File: config.mk
export PLATFORM = sky130hd
export DESIGN_NAME = fxp_mac_sat
export DESIGN_NICKNAME = d
export VERILOG_FILES = /design/src/rtl/fxp_mac_sat.sv
export SDC_FILE = /design/constraint.sdc
export NUM_CORES = 2
export LEC_CHECK = 0
export BUFFER_PORTS_ARGS = -buffer_cell sky130_fd_sc_hd__buf_4
export CAP_MARGIN = 0
export CORE_AREA = 4 4 305 307
export CTS_CLUSTER_SIZE = 10
export DETAILED_ROUTE_END_ITERATION = 8
export DIE_AREA = 0 0 309 311
export PLACE_DENSITY = 0.49
export SKIP_CTS_REPAIR_TIMING = 1
export SYNTH_ARGS = -nofsm -noshare
export SYNTH_HDL_FRONTEND = slang
export SYNTH_SLANG_ARGS = --single-unit
File: constraint.sdc
create_clock -name clk -period 13.9 [get_ports clk]
set_input_delay 2.78 -clock clk [delete_from_list [all_inputs] [get_ports clk]]
set_output_delay 2.78 -clock clk [all_outputs]
set_load 0.01 [all_outputs]
File: src/rtl/fxp_mac_sat.sv
// Pipelined signed fixed-point MAC with output rounding and saturation.
// Optional macro FXP_MAC_ROUND_EN selects round-half-up instead of floor.
module fxp_mac_sat #(
  parameter int WIDTH = 25,
  parameter int FRAC  = 16,
  parameter int GUARD = 4
) (
  input  logic             clk,
  input  logic             reset,
  input  logic             in_valid,
  output logic             in_ready,
  input  logic [WIDTH-1:0] a,
  input  logic [WIDTH-1:0] b,
  input  logic             first,
  input  logic             last,
  output logic             out_valid,
  input  logic             out_ready,
  output logic [WIDTH-1:0] y,
  output logic             out_ovf,
  output logic             ovf_sticky,
  input  logic             clr_sticky
);

  localparam int PW    = 2 * WIDTH;
  localparam int ACC_W = PW + GUARD;
  localparam int RW    = ACC_W + 1;

  localparam logic signed [RW-1:0] MAXV =
    {{(RW-WIDTH+1){1'b0}}, {(WIDTH-1){1'b1}}};
  localparam logic signed [RW-1:0] MINV =
    {{(RW-WIDTH+1){1'b1}}, {(WIDTH-1){1'b0}}};

  logic                    en;
  logic                    v1;
  logic                    f1;
  logic                    l1;
  logic signed [PW-1:0]    p_reg;
  logic signed [ACC_W-1:0] acc_reg;
  logic signed [ACC_W-1:0] acc_base;
  logic signed [ACC_W-1:0] acc_next;
  logic signed [RW-1:0]    rw;
  logic signed [RW-1:0]    rs;
  logic [WIDTH-1:0]        ysat;
  logic                    sat;
  logic                    fire;

  assign en       = !out_valid || out_ready;
  assign in_ready = en;
  assign fire     = en && v1 && l1;

  assign acc_base = f1 ? '0 : acc_reg;
  assign acc_next = acc_base + {{GUARD{p_reg[PW-1]}}, p_reg};

`ifdef FXP_MAC_ROUND_EN
  localparam logic [RW-1:0] HALF =
    {{(RW-1){1'b0}}, 1'b1} << (FRAC - 1);
  // one extra bit so the half-LSB add cannot wrap
  assign rw = {acc_next[ACC_W-1], acc_next} + HALF;
`else
  assign rw = {acc_next[ACC_W-1], acc_next};
`endif

  assign rs = rw >>> FRAC;

  always_comb begin
    sat  = 1'b0;
    ysat = rs[WIDTH-1:0];
    if (rs > MAXV) begin
      sat  = 1'b1;
      ysat = {1'b0, {(WIDTH-1){1'b1}}};
    end else if (rs < MINV) begin
      sat  = 1'b1;
      ysat = {1'b1, {(WIDTH-1){1'b0}}};
    end
  end

  always_ff @(posedge clk) begin
    if (reset) begin
      v1         <= 1'b0;
      f1         <= 1'b0;
      l1         <= 1'b0;
      p_reg      <= '0;
      acc_reg    <= '0;
      out_valid  <= 1'b0;
      y          <= '0;
      out_ovf    <= 1'b0;
      ovf_sticky <= 1'b0;
    end else begin
      if (clr_sticky)
        ovf_sticky <= 1'b0;
      if (fire && sat)
        ovf_sticky <= 1'b1;
      if (en) begin
        v1        <= in_valid;
        out_valid <= v1 && l1;
        if (in_valid) begin
          p_reg <= PW'($signed(a)) * PW'($signed(b));
          f1    <= first;
          l1    <= last;
        end
        if (v1) begin
          if (l1) begin
            acc_reg <= '0;
            y       <= ysat;
            out_ovf <= sat;
          end else begin
            acc_reg <= acc_next;
          end
        end
      end
    end
  end

endmodule
==> run summary <==
Worst Setup Path Type - in2reg
Synth Area in XOR/XNOR - 2.72%
antenna violations before repair - 0
multiplexer area fraction after synthesis - 0.131%
Final period util - 72.3%
FF+latch area - 2700 um2
Sink Count - 135
First-pass DRT Iterations - 5
CP Launch Type - input port
crit path DAT - 10.39 ns
Starting Density - 35.0%
Skew-Pair Late Insertion Delay - 0.44 ns
Hold Path Class - reg2reg
via count - 23.4k
initial drt markers - 1105
Mapped Area - 31500 um2
Slew headroom - 35.1%
vias per inst - 4.97
Ant. Diodes - 0
gpl congestion - 0.885
Yosys top cell area share - 41.9%
hold path cells - 2
TNS Setup - 0 ns
Synth Area in Adders - 49.6%
crit path max fanout - 25
Yosys Warn Count - 0
routed wire length - 85000 um
WL/cell - 18.0 um
Least-Margin Pin Slew - 0.971 ns
status - complete, no violations
ANT nets after route - 0
synth unique cells - 85
Area contributors post-synth - fa_1 42%, dfxtp_1 8.6%, inv_1 8.0%
# placed instances - 4688
H-tree Lvls - 4
#FFs+latches synth - 135
EDFF count, synth - 0
Compound-Gate Fraction of Synth Area - 10.2%
cell row count - 110
FILL cells - 9393
largest family of logic cells by synthesized area - adder cells
Core ar. - 90000 um2
fin. max-slew vios - 0
Crit path required time - 14.24 ns
Avg Cell Area, Syn - 8.75 um2
area grow syn2layout - 6.53%
Total GRT Usage - 18.6%
Mapped Nets - 4508
Port Buf Inserts - 85
NumNets Final - 4441
HPWL Detailed - 70000 um
pin count of the biggest net entering global routing - 74
R2R cell count - 13
DRC Markers - 0
post-layout min period - 10.05 ns
Simple-Gate Fraction of Synth Area - 18.6%
setup violators final - 0
Largest register FFs - 54
Clk pin slew, worst setup/hold paths - 0.07 ns
root buf cell - clkbuf_16
Max-cap violations - 0
most common flop cell mapped by yosys - dfxtp_1
number of global-route vias before repair - 26.0k
Inserted Clock Buffers - 17
ys async rst share - 0%
CTS tree - yes
total global routing overflow - 0
Max Root-Sink Buffers - 2
layout cells sized above 1 - 4.85%
first-pass GRT wire length - 142000 um
Top-Level Pins - 86
Setup Skew - 0.0120 ns
Die Area - 96100 um2
Fin. Hold Viols - 0
die extent in x - 309 um
Yosys top cell by area - fa_1
sequential share of the synthesized area - 8.59%
CP endpoint kind - register
Synth Instances - 3598
RSZ-0062 raised after global routing - no
Cell Count, Final, Fillers Out - 4720
Die Height - 311 um
multi-input logic area - 25600 um2
Fmax - 0.0995 GHz
Yosys cell counts, types with 10 or more instances:
master / count
xnor2_1: 60
clkbuf_1: 157
o21bai_1: 15
o21ai_0: 65
and3_1: 28
inv_1: 673
ha_1: 194
nand3_1: 32
nand2_1: 469
nand4_1: 20
nor2_1: 172
a211oi_1: 21
buf_2: 11
xor2_1: 36
nand2b_1: 25
a21o_1: 50
a211oi_2: 11
dfxtp_1: 135
nor3_1: 22
o211ai_1: 10
a22oi_1: 25
a31oi_1: 13
and2_1: 314
a2bb2oi_1: 16
fa_1: 659
nor2b_1: 60
o21a_1: 12
a21oi_1: 163
worst paths after layout:
| kind | startpoint | slack, ns | end |
|---|---|---|---|
| setup reg to reg | f1 | 8.56 | y[1] |
| setup / recovery | a[13] | 3.85 | p_reg[48] |
| hold / removal | acc_reg[46] | 0.45 | acc_reg[46] |
| hold reg to reg | acc_reg[46] | 0.45 | acc_reg[46] |
critical path, cell delays in order:
cell and delay, ns:
buf_4 0.30, nand2_1 0.14, fa_1 0.55, inv_1 0.05, fa_1 0.48, inv_1 0.06
fa_1 0.52, inv_1 0.05, fa_1 0.50, inv_1 0.05, fa_1 0.58, inv_1 0.06
fa_1 0.48, inv_1 0.05, fa_1 0.47, inv_1 0.04, ha_1 0.23, o41ai_1 0.46
o211ai_1 0.18, a311oi_1 0.67, o211ai_1 0.35, a31oi_1 0.39, o21ai_0 0.25, a221oi_1 0.37
mux2i_1 0.24, nand2_1 0.06
final cells by class:
type,count,share of cell area (%)
clock buffers,18,1.31
clock inverters,14,0.414
inverters,674,7.54
multi-input cells,2612,76.2
flip-flops and latches,135,8.06
well taps,1176,4.39
repair buffers,91,2.04
logic make-up (layout without fill, tap and decap cells):
| family | after synthesis | after routing |
|---|---|---|
| adders and majority gates | 853 | 853 |
| xor gates and xnor gates | 97 | 97 |
| muxes | 4 | 4 |
| buffers and inverters | 851 | 797 |
| AOI/OAI and AO/OA | 474 | 474 |
| and+or+nand+nor | 1184 | 1184 |
| DFF | 135 | 135 |
cells in the final DEF, fill, tap and decap left out, types with 5 or more instances in the layout:
| cell type | n |
|---|---|
| a211oi_2 | 11 |
| nor2_1 | 171 |
| nand3_1 | 32 |
| fa_1 | 659 |
| dfxtp_1 | 134 |
| nor2b_1 | 60 |
| ha_1 | 194 |
| nor3_1 | 22 |
| nand2b_1 | 25 |
| o21a_1 | 12 |
| nor4_1 | 6 |
| o21bai_1 | 15 |
| or3_1 | 5 |
| a22oi_1 | 25 |
| and4_1 | 5 |
| inv_1 | 673 |
| clkbuf_16 | 17 |
| a211oi_1 | 21 |
| and3_1 | 28 |
| a41oi_1 | 7 |
| o21ai_1 | 9 |
| and2_1 | 313 |
| o31ai_1 | 7 |
| nand4_1 | 20 |
| a31oi_1 | 13 |
| buf_4 | 91 |
| xor2_1 | 36 |
| a21oi_1 | 163 |
| o21ai_0 | 65 |
| xnor2_1 | 60 |
| nand2_1 | 467 |
| a2bb2oi_1 | 16 |
| o211ai_1 | 10 |
| a21o_1 | 50 |
through the flow:
step | util (%) | hold WS (ns) | setup slack [ns] | instance area (um2)
finish | 37.3 | 0.448 | 3.85 | 33500
global route | 37.3 | 0.471 | 3.38 | 33500
CTS | 37.3 | 0.451 | 3.89 | 33500
detailed placement | 36.6 | 0.442 | 3.43 | 33000
global placement | 36.6 | 0.437 | 3.49 | 33000
floorplan | - | 0.427 | 4.24 | 31500
per-layer routing:
metal | wire length, um | vias up | track usage (%)
met5 | 0 | - | 0
met3 | 2160 | 94 | 1.40
met2 | 45100 | 331 | 34.8
met4 | 2250 | 0 | 4.66
li1 | - | 10946 | -
met1 | 35500 | 12064 | 23.2
Power is not shown: default switching activity piles up to over one toggle a cycle in this logic, so the estimate is an artifact.
